**src/rtl/adc_par_capture.sv**
```systemverilog
// adc_par_capture: drives a parallel-output ADC clock, samples its data bus,
// waits for a level-crossing trigger, captures DEPTH samples into on-chip RAM
// and streams the frame out over a valid/ready interface.
//
// Ports:
//   clk, rst        system clock, synchronous active-high reset
//   adc_clk         ADC conversion clock (registered, period CLK_DIV clks)
//   adc_db          ADC parallel data bus
//   start           arm request (1-cycle pulse, honoured only when idle)
//   trig_level      unsigned trigger threshold
//   trig_rise       1 = rising crossing, 0 = falling crossing
//   busy            high whenever not idle
//   done            1-cycle pulse after the final readout beat
//   rd_data/rd_valid/rd_ready/rd_last   frame readout stream
//   force_trig      (only with ADC_FORCE_TRIG_EN) arms an unconditional
//                   trigger on the next sample strobe while waiting
//
// Optional feature macro: ADC_FORCE_TRIG_EN
module adc_par_capture #(
  parameter int DATA_W  = 10,
  parameter int CLK_DIV = 4,
  parameter int DEPTH   = 256,
  parameter int ADDR_W  = 8
) (
  input  logic              clk,
  input  logic              rst,
  output logic              adc_clk,
  input  logic [DATA_W-1:0] adc_db,
  input  logic              start,
  input  logic [DATA_W-1:0] trig_level,
  input  logic              trig_rise,
`ifdef ADC_FORCE_TRIG_EN
  input  logic              force_trig,
`endif
  output logic              busy,
  output logic              done,
  output logic [DATA_W-1:0] rd_data,
  output logic              rd_valid,
  input  logic              rd_ready,
  output logic              rd_last
);

  localparam int DIV_W = (CLK_DIV > 2) ? $clog2(CLK_DIV) : 1;
  localparam logic [DIV_W-1:0]  DIV_MAX  = DIV_W'(CLK_DIV - 1);
  localparam logic [DIV_W-1:0]  DIV_HALF = DIV_W'(CLK_DIV / 2);
  localparam logic [ADDR_W-1:0] ADDR_MAX = ADDR_W'(DEPTH - 1);

  typedef enum logic [1:0] {IDLE, WAIT_TRIG, CAPTURE, READ} state_t;

  state_t              state_q, state_d;
  logic [DIV_W-1:0]    div_cnt_q, div_cnt_d;
  logic                adc_clk_q, adc_clk_d;
  logic [DATA_W-1:0]   adc_q, adc_d;
  logic [DATA_W-1:0]   prev_q, prev_d;
  logic                first_q, first_d;
  logic [ADDR_W-1:0]   wr_addr_q, wr_addr_d;
  logic [ADDR_W-1:0]   rd_addr_q, rd_addr_d;
  logic [DATA_W-1:0]   rd_data_q, rd_data_d;
  logic                rd_valid_q, rd_valid_d;
  logic                rd_last_q, rd_last_d;
  logic                done_q, done_d;

  logic [DATA_W-1:0]   mem [DEPTH];
  logic                mem_we;
  logic [ADDR_W-1:0]   mem_waddr;

  logic                s_stb;
  logic [DATA_W-1:0]   cur;
  logic                level_hit;
  logic                fire;
  logic                force_pend;
  logic                xfer;
  logic                fetch;

`ifdef ADC_FORCE_TRIG_EN
  logic force_pend_q, force_pend_d;
  assign force_pend = force_pend_q;
`else
  assign force_pend = 1'b0;
`endif

  assign s_stb = (div_cnt_q == DIV_MAX);
  assign cur   = adc_q;

  assign level_hit = trig_rise ? ((prev_q < trig_level) && (cur >= trig_level))
                               : ((prev_q > trig_level) && (cur <= trig_level));

  // The first strobe in WAIT_TRIG only primes prev; a pending force
  // overrides that and the level test.
  assign fire = s_stb && (force_pend || (!first_q && level_hit));

  assign xfer = rd_valid_q && rd_ready;
  // Refill the output register whenever it is empty or being drained,
  // except once the last sample is already sitting in it.
  assign fetch = (!rd_valid_q || rd_ready) && !(rd_valid_q && rd_last_q);

  always_comb begin
    state_d    = state_q;
    div_cnt_d  = (div_cnt_q == DIV_MAX) ? '0 : div_cnt_q + 1'b1;
    adc_clk_d  = (div_cnt_q < DIV_HALF);
    adc_d      = adc_db;
    prev_d     = s_stb ? cur : prev_q;
    first_d    = first_q;
    wr_addr_d  = wr_addr_q;
    rd_addr_d  = rd_addr_q;
    rd_data_d  = rd_data_q;
    rd_valid_d = rd_valid_q;
    rd_last_d  = rd_last_q;
    done_d     = 1'b0;
    mem_we     = 1'b0;
    mem_waddr  = wr_addr_q;

    case (state_q)
      IDLE: begin
        if (start) begin
          state_d = WAIT_TRIG;
          first_d = 1'b1;
        end
      end
      WAIT_TRIG: begin
        if (s_stb) first_d = 1'b0;
        if (fire) begin
          mem_we    = 1'b1;
          mem_waddr = '0;
          wr_addr_d = ADDR_W'(1);
          state_d   = CAPTURE;
        end
      end
      CAPTURE: begin
        if (s_stb) begin
          mem_we = 1'b1;
          if (wr_addr_q == ADDR_MAX) begin
            state_d    = READ;
            rd_addr_d  = '0;
            rd_valid_d = 1'b0;
            rd_last_d  = 1'b0;
          end else begin
            wr_addr_d = wr_addr_q + 1'b1;
          end
        end
      end
      READ: begin
        if (fetch) begin
          rd_data_d  = mem[rd_addr_q];
          rd_valid_d = 1'b1;
          rd_last_d  = (rd_addr_q == ADDR_MAX);
          rd_addr_d  = rd_addr_q + 1'b1;
        end else if (xfer) begin
          rd_valid_d = 1'b0;
        end
        if (xfer && rd_last_q) begin
          state_d    = IDLE;
          rd_valid_d = 1'b0;
          rd_last_d  = 1'b0;
          done_d     = 1'b1;
        end
      end
      default: state_d = IDLE;
    endcase
  end

`ifdef ADC_FORCE_TRIG_EN
  always_comb begin
    force_pend_d = 1'b0;
    if (state_q == WAIT_TRIG && state_d == WAIT_TRIG)
      force_pend_d = force_pend_q || force_trig;
  end
`endif

  always_ff @(posedge clk) begin
    if (rst) begin
      state_q    <= IDLE;
      div_cnt_q  <= '0;
      adc_clk_q  <= 1'b0;
      adc_q      <= '0;
      prev_q     <= '0;
      first_q    <= 1'b0;
      wr_addr_q  <= '0;
      rd_addr_q  <= '0;
      rd_data_q  <= '0;
      rd_valid_q <= 1'b0;
      rd_last_q  <= 1'b0;
      done_q     <= 1'b0;
`ifdef ADC_FORCE_TRIG_EN
      force_pend_q <= 1'b0;
`endif
    end else begin
      state_q    <= state_d;
      div_cnt_q  <= div_cnt_d;
      adc_clk_q  <= adc_clk_d;
      adc_q      <= adc_d;
      prev_q     <= prev_d;
      first_q    <= first_d;
      wr_addr_q  <= wr_addr_d;
      rd_addr_q  <= rd_addr_d;
      rd_data_q  <= rd_data_d;
      rd_valid_q <= rd_valid_d;
      rd_last_q  <= rd_last_d;
      done_q     <= done_d;
`ifdef ADC_FORCE_TRIG_EN
      force_pend_q <= force_pend_d;
`endif
    end
  end

  // Frame RAM storage; contents need no reset.
  always_ff @(posedge clk) begin
    if (mem_we) mem[mem_waddr] <= cur;
  end

  assign adc_clk  = adc_clk_q;
  assign busy     = (state_q != IDLE);
  assign done     = done_q;
  assign rd_data  = rd_data_q;
  assign rd_valid = rd_valid_q;
  assign rd_last  = rd_last_q;

endmodule

```
**config.mk**
```make
export PLATFORM = sky130hd
export DESIGN_NAME = adc_par_capture
export DESIGN_NICKNAME = d
export VERILOG_FILES = /design/src/rtl/adc_par_capture.sv
export SDC_FILE = /design/constraint.sdc
export NUM_CORES = 2
export LEC_CHECK = 0
export CORE_UTILIZATION = 63
export DETAILED_ROUTE_END_ITERATION = 16
export PLACE_DENSITY = 0.79
export SKIP_LAST_GASP = 1
export SLEW_MARGIN = 20
export SYNTH_ARGS = -nofsm -noshare
export SYNTH_HDL_FRONTEND = slang
export SYNTH_SLANG_ARGS = --single-unit
```
**constraint.sdc**
```tcl
create_clock -name clk -period 9.8 [get_ports clk]
set_clock_uncertainty 0.05 [all_clocks]
set_input_delay 1.47 -clock clk [delete_from_list [all_inputs] [get_ports clk]]
set_output_delay 1.47 -clock clk [all_outputs]
set_load 0.01 [all_outputs]
```
==> out/qor.csv <==
stage,metric,value,unit
setup_path,"most used cell, CP",buf_4,
timing,"Hold Vio Cnt, Final",0,
clocking,"Gates resized, CTS repair",0,
power_and_ir_drop,Switching Power,0.004586,W
setup_path,R2R depth,8,
setup_path,worst path cell trace,buf_4 -> buf_4 -> mux4_2 -> a22oi_1 -> a21oi_1 -> a211oi_1 -> a211o_1 -> a41oi_1,
clocking,clock-pin slew on the worst setup and hold paths,0.07,ns
setup_path,WP depth,8,
grt,largest net degree at the start of global routing,186,
power_and_ir_drop,Pint,0.01764,W
die,core area,160800,sq um
drt,Vias/cell,7.308,
cells_and_area,Nets,5090,
timing,Final WS setup,4.592,ns
die,die height,404.7,um
drt,drt pass-1 iters,9,
drt,via count,54111,
cells_and_area,most frequent cells in the layout,"edfxtp_1 (2560), mux4_2 (561), nor2_1 (306)",
synthesis,Syn Nets,4976,
synthesis,synthesized cell area,102100,sq um
setup_path,r2r endpoint,rd_data[7],
timing,final setup TNS,0,ns
synthesis,Area contributors post-synth,"edfxtp_1 (75%), mux4_2 (12%), mux2i_1 (2.3%)",
timing,Final setup viols,0,
setup_path,slowest stage cell on the critical path,a211oi_1,
clocking,H-tree depth,4,
drt,DRC,0,
synthesis,XOR/XNOR Fraction of Synth Area,0.04287,%
power_and_ir_drop,Clk network pwr share,41.6,%
power_and_ir_drop,Comb power frac,2.8,%
setup_path,R2R Setup Slk,4.59,ns
drt,routed len/inst,37.55,um
grt,gr usage total,34.42,%
setup_path,CP top delay family,compound AO/OA/AOI/OAI gates,
clocking,Clock Tree Buf Depth,3,
power_and_ir_drop,Switching Fraction,20.64,%
place,GPL Wtd Cong,0.9376,
timing,Worst-Margin Slew,1.212,ns
min_path,end of the worst hold path,adc_clk,
setup_path,Critical Path Source Type,flip-flop,
job,max-cap viol count,0,
synthesis,register area share after synthesis,76.34,%
drt,Routed Antenna Nets,0,
die,die area,163700,sq um
setup_path,reg2reg start,rd_addr_q[0],
clocking,clock sink count,2615,
setup_path,CP Data Arrival Time,5.89,ns
synthesis,Synth area leader,edfxtp_1,
synthesis,post-synth top area share,75.26,%
cells_and_area,"commonest non-fill, non-tap cell in the layout",edfxtp_1,
clocking,postcts setup bufs,0,
timing,fmax,192.0,MHz
grt,initial antenna violation count,12,
synthesis,Synth warnings,0,
clocking,TritonCTS Buffers,232,
die,# rows,147,
min_path,hold path depth,1,
clocking,CTS root buf,clkbuf_16,
timing,fin crit share,53.14,%
clocking,cts hold-fix bufs,0,
min_path,min-delay src,div_cnt_q[1],
synthesis,Synth Area in Compound Gates,3.831,%
power_and_ir_drop,Flop pwr share,55.6,%
synthesis,post-synthesis mux area share,14.95,%
setup_path,CP Class,flip-flop to flip-flop,
cells_and_area,# fillers,9164,
setup_path,WP data required,10.48,ns
setup_path,CP peak stage delay,0.97,ns
cells_and_area,Layout area overhead,10.07,%
setup_path,highest net fanout along the worst path,46,
drt,routed wire length,278.0,mm
grt,Congestion Overflow GR,0,
synthesis,mean post-synth cell area,20.75,sq um
synthesis,Synth Area in Simple Gates,2.515,%
cells_and_area,layout cell share with drive strength beyond 1,21.36,%
synthesis,Netlist cell types,81,
clocking,CTS tree,yes,
synthesis,Synth async-reset ratio,0,%
synthesis,"EDFF count, synth",2560,
synthesis,Synth Flop Type,edfxtp_1,
grt,global-route wire length before repair,392.7,mm
die,io pins,40,
place,dpl ws,4.100,ns
clocking,clk_lat worst skew,0.88,ns
timing,Final min period,5.208,ns
die,starting density of the core,63.54,%
die,Die W,404.7,um
power_and_ir_drop,Power Density,197.7,nW/um^2
place,DP Wirelength,160.8,mm
drt,DRT iter0 DRCs,9450,
synthesis,Cells after Synth,4923,
run_status,outcome,finished clean,
timing,unrepaired setup endpoints after global routing,no,
grt,vias in the first global route,53058,
min_path,Worst Hold Class,flip-flop to flip-flop,
synthesis,Synth Area in Adders,0.3430,%
synthesis,main combinational cell family by area after synthesis,multiplexers,
power_and_ir_drop,Pwr Total,0.02222,W
timing,Max Slew Vio Count,0,
setup_path,CP Capture Type,flip-flop,
power_and_ir_drop,"IR drop worst, VDD",0.1828,mV
place,Port Buf Inserts,39,
synthesis,Yosys reg bits,2615,
power_and_ir_drop,Leakage,35.01,nW
timing,relative slew slack,19.09,%
setup_path,buffers and inverters on the worst path,2,
[cell usage after synthesis (7+ instances only)]
library cell  count
mux4_1            8
o211ai_1         14
inv_1            26
a211o_1           7
a211oi_1         26
buf_12            7
clkbuf_1        109
a221oi_1         43
buf_8            17
nor2b_1          29
edfxtp_1       2560
o22ai_1          21
a22oi_1          92
nor4_1            7
ha_1             28
a22o_1           10
o21ai_0          56
o221ai_1         43
a41oi_1          11
a21oi_1         126
and2_1            8
a31oi_1          16
buf_2            83
nand2_1          80
a2111oi_0         8
buf_6            32
nor3_1           41
o21ai_1          14
nand3_1          55
buf_1            18
nand4_1          12
buf_4            27
nand2b_1          8
mux4_2          561
dfxtp_1          55
mux2i_1         237
nor2_1          311
[metal layers]
| metal | global-route usage (%) | part of all wire [%] | wire length, um |
|---|---|---|---|
| met3 | 10.99 | 15 | 42640 |
| met2 | 50.24 | 45 | 124600 |
| met4 | 17.99 | 6.1 | 16960 |
| met1 | 47.05 | 34 | 93710 |
| met5 | 0 | 0.028 | 79 |
[cell families (layout without fill, tap and decap cells)]
group                      Yosys count  in the layout
adders and majority gates           28             28
and+or+nand+nor                    581            581
DFF                               2615           2615
AOI/OAI and AO/OA                  553            553
other                                0              5
buffers and inverters              330            646
xor gates and xnor gates             5              5
muxes                              811            811
[worst register-to-register path, delay by kind of cell, from the launching register on]
kind / cells / cell delay [ns]
AOI/OAI and AO/OA: 5 / 1.95
buffers and inverters: 2 / 1.59
DFF: 1 / 0.83
muxes: 1 / 0.64
[metrics by stage]
step / hold WS, ns / util, % / cell area (sq um) / std cells
floorplan: 0.3467 / - / 102100 / 4923
global placement: 0.3639 / 65.13 / 104700 / 6961
detailed placement: 0.3777 / 65.15 / 104700 / 6963
CTS: 0.3953 / 69.92 / 112400 / 7399
global route: 0.4157 / 69.93 / 112400 / 7399
finish: 0.3982 / 69.94 / 112400 / 7404
[power by group through the flow]
stage               clock network [W]  registers, W  logic, W
finish                        0.00925        0.0124  0.000615
global route                  0.00961        0.0124  0.000628
CTS                           0.00924        0.0124  0.000594
detailed placement                  0        0.0126  0.000589
global placement                    0        0.0126  0.000577
floorplan                           0        0.0127  0.000272
[cell type report]
cell class / instances / area, sq um / area share, %
Sequential cell: 2615 / 78030 / 69.41
Multi-Input combinational cell: 1978 / 22360 / 19.88
Clock buffer: 293 / 6148 / 5.469
Tap cell: 2160 / 2703 / 2.404
Timing Repair Buffer: 180 / 1531 / 1.362
Clock inverter: 143 / 1528 / 1.359
Inverter: 30 / 115.1 / 0.1024
Antenna cell: 5 / 12.51 / 0.01113
[flip-flops by register name, summed over array words and instances, names as in the netlist]
name and cells:
rd_valid 1, first_q 1, rd_data 10, rd_addr_q 8, adc_clk 1, done 1, state_q 2, rd_last 1
wr_addr_q 8, mem 2560, prev_q 10, adc_q 10, div_cnt_q 2
[how the worst max path moves through the flow]
stage             startpoint          end  slack [ns]
2_1_floorplan       adc_q[7]  mem[167][0]        2.95
3_3_place_gp   trig_level[7]   mem[61][1]        4.06
3_5_place_dp   trig_level[7]  mem[167][1]        4.10
4_1_cts         rd_addr_q[0]   rd_data[4]        4.76
5_1_grt         rd_addr_q[0]   rd_data[9]        4.49
6_report        rd_addr_q[0]   rd_data[7]        4.59
(Power assumes the default switching activity.)
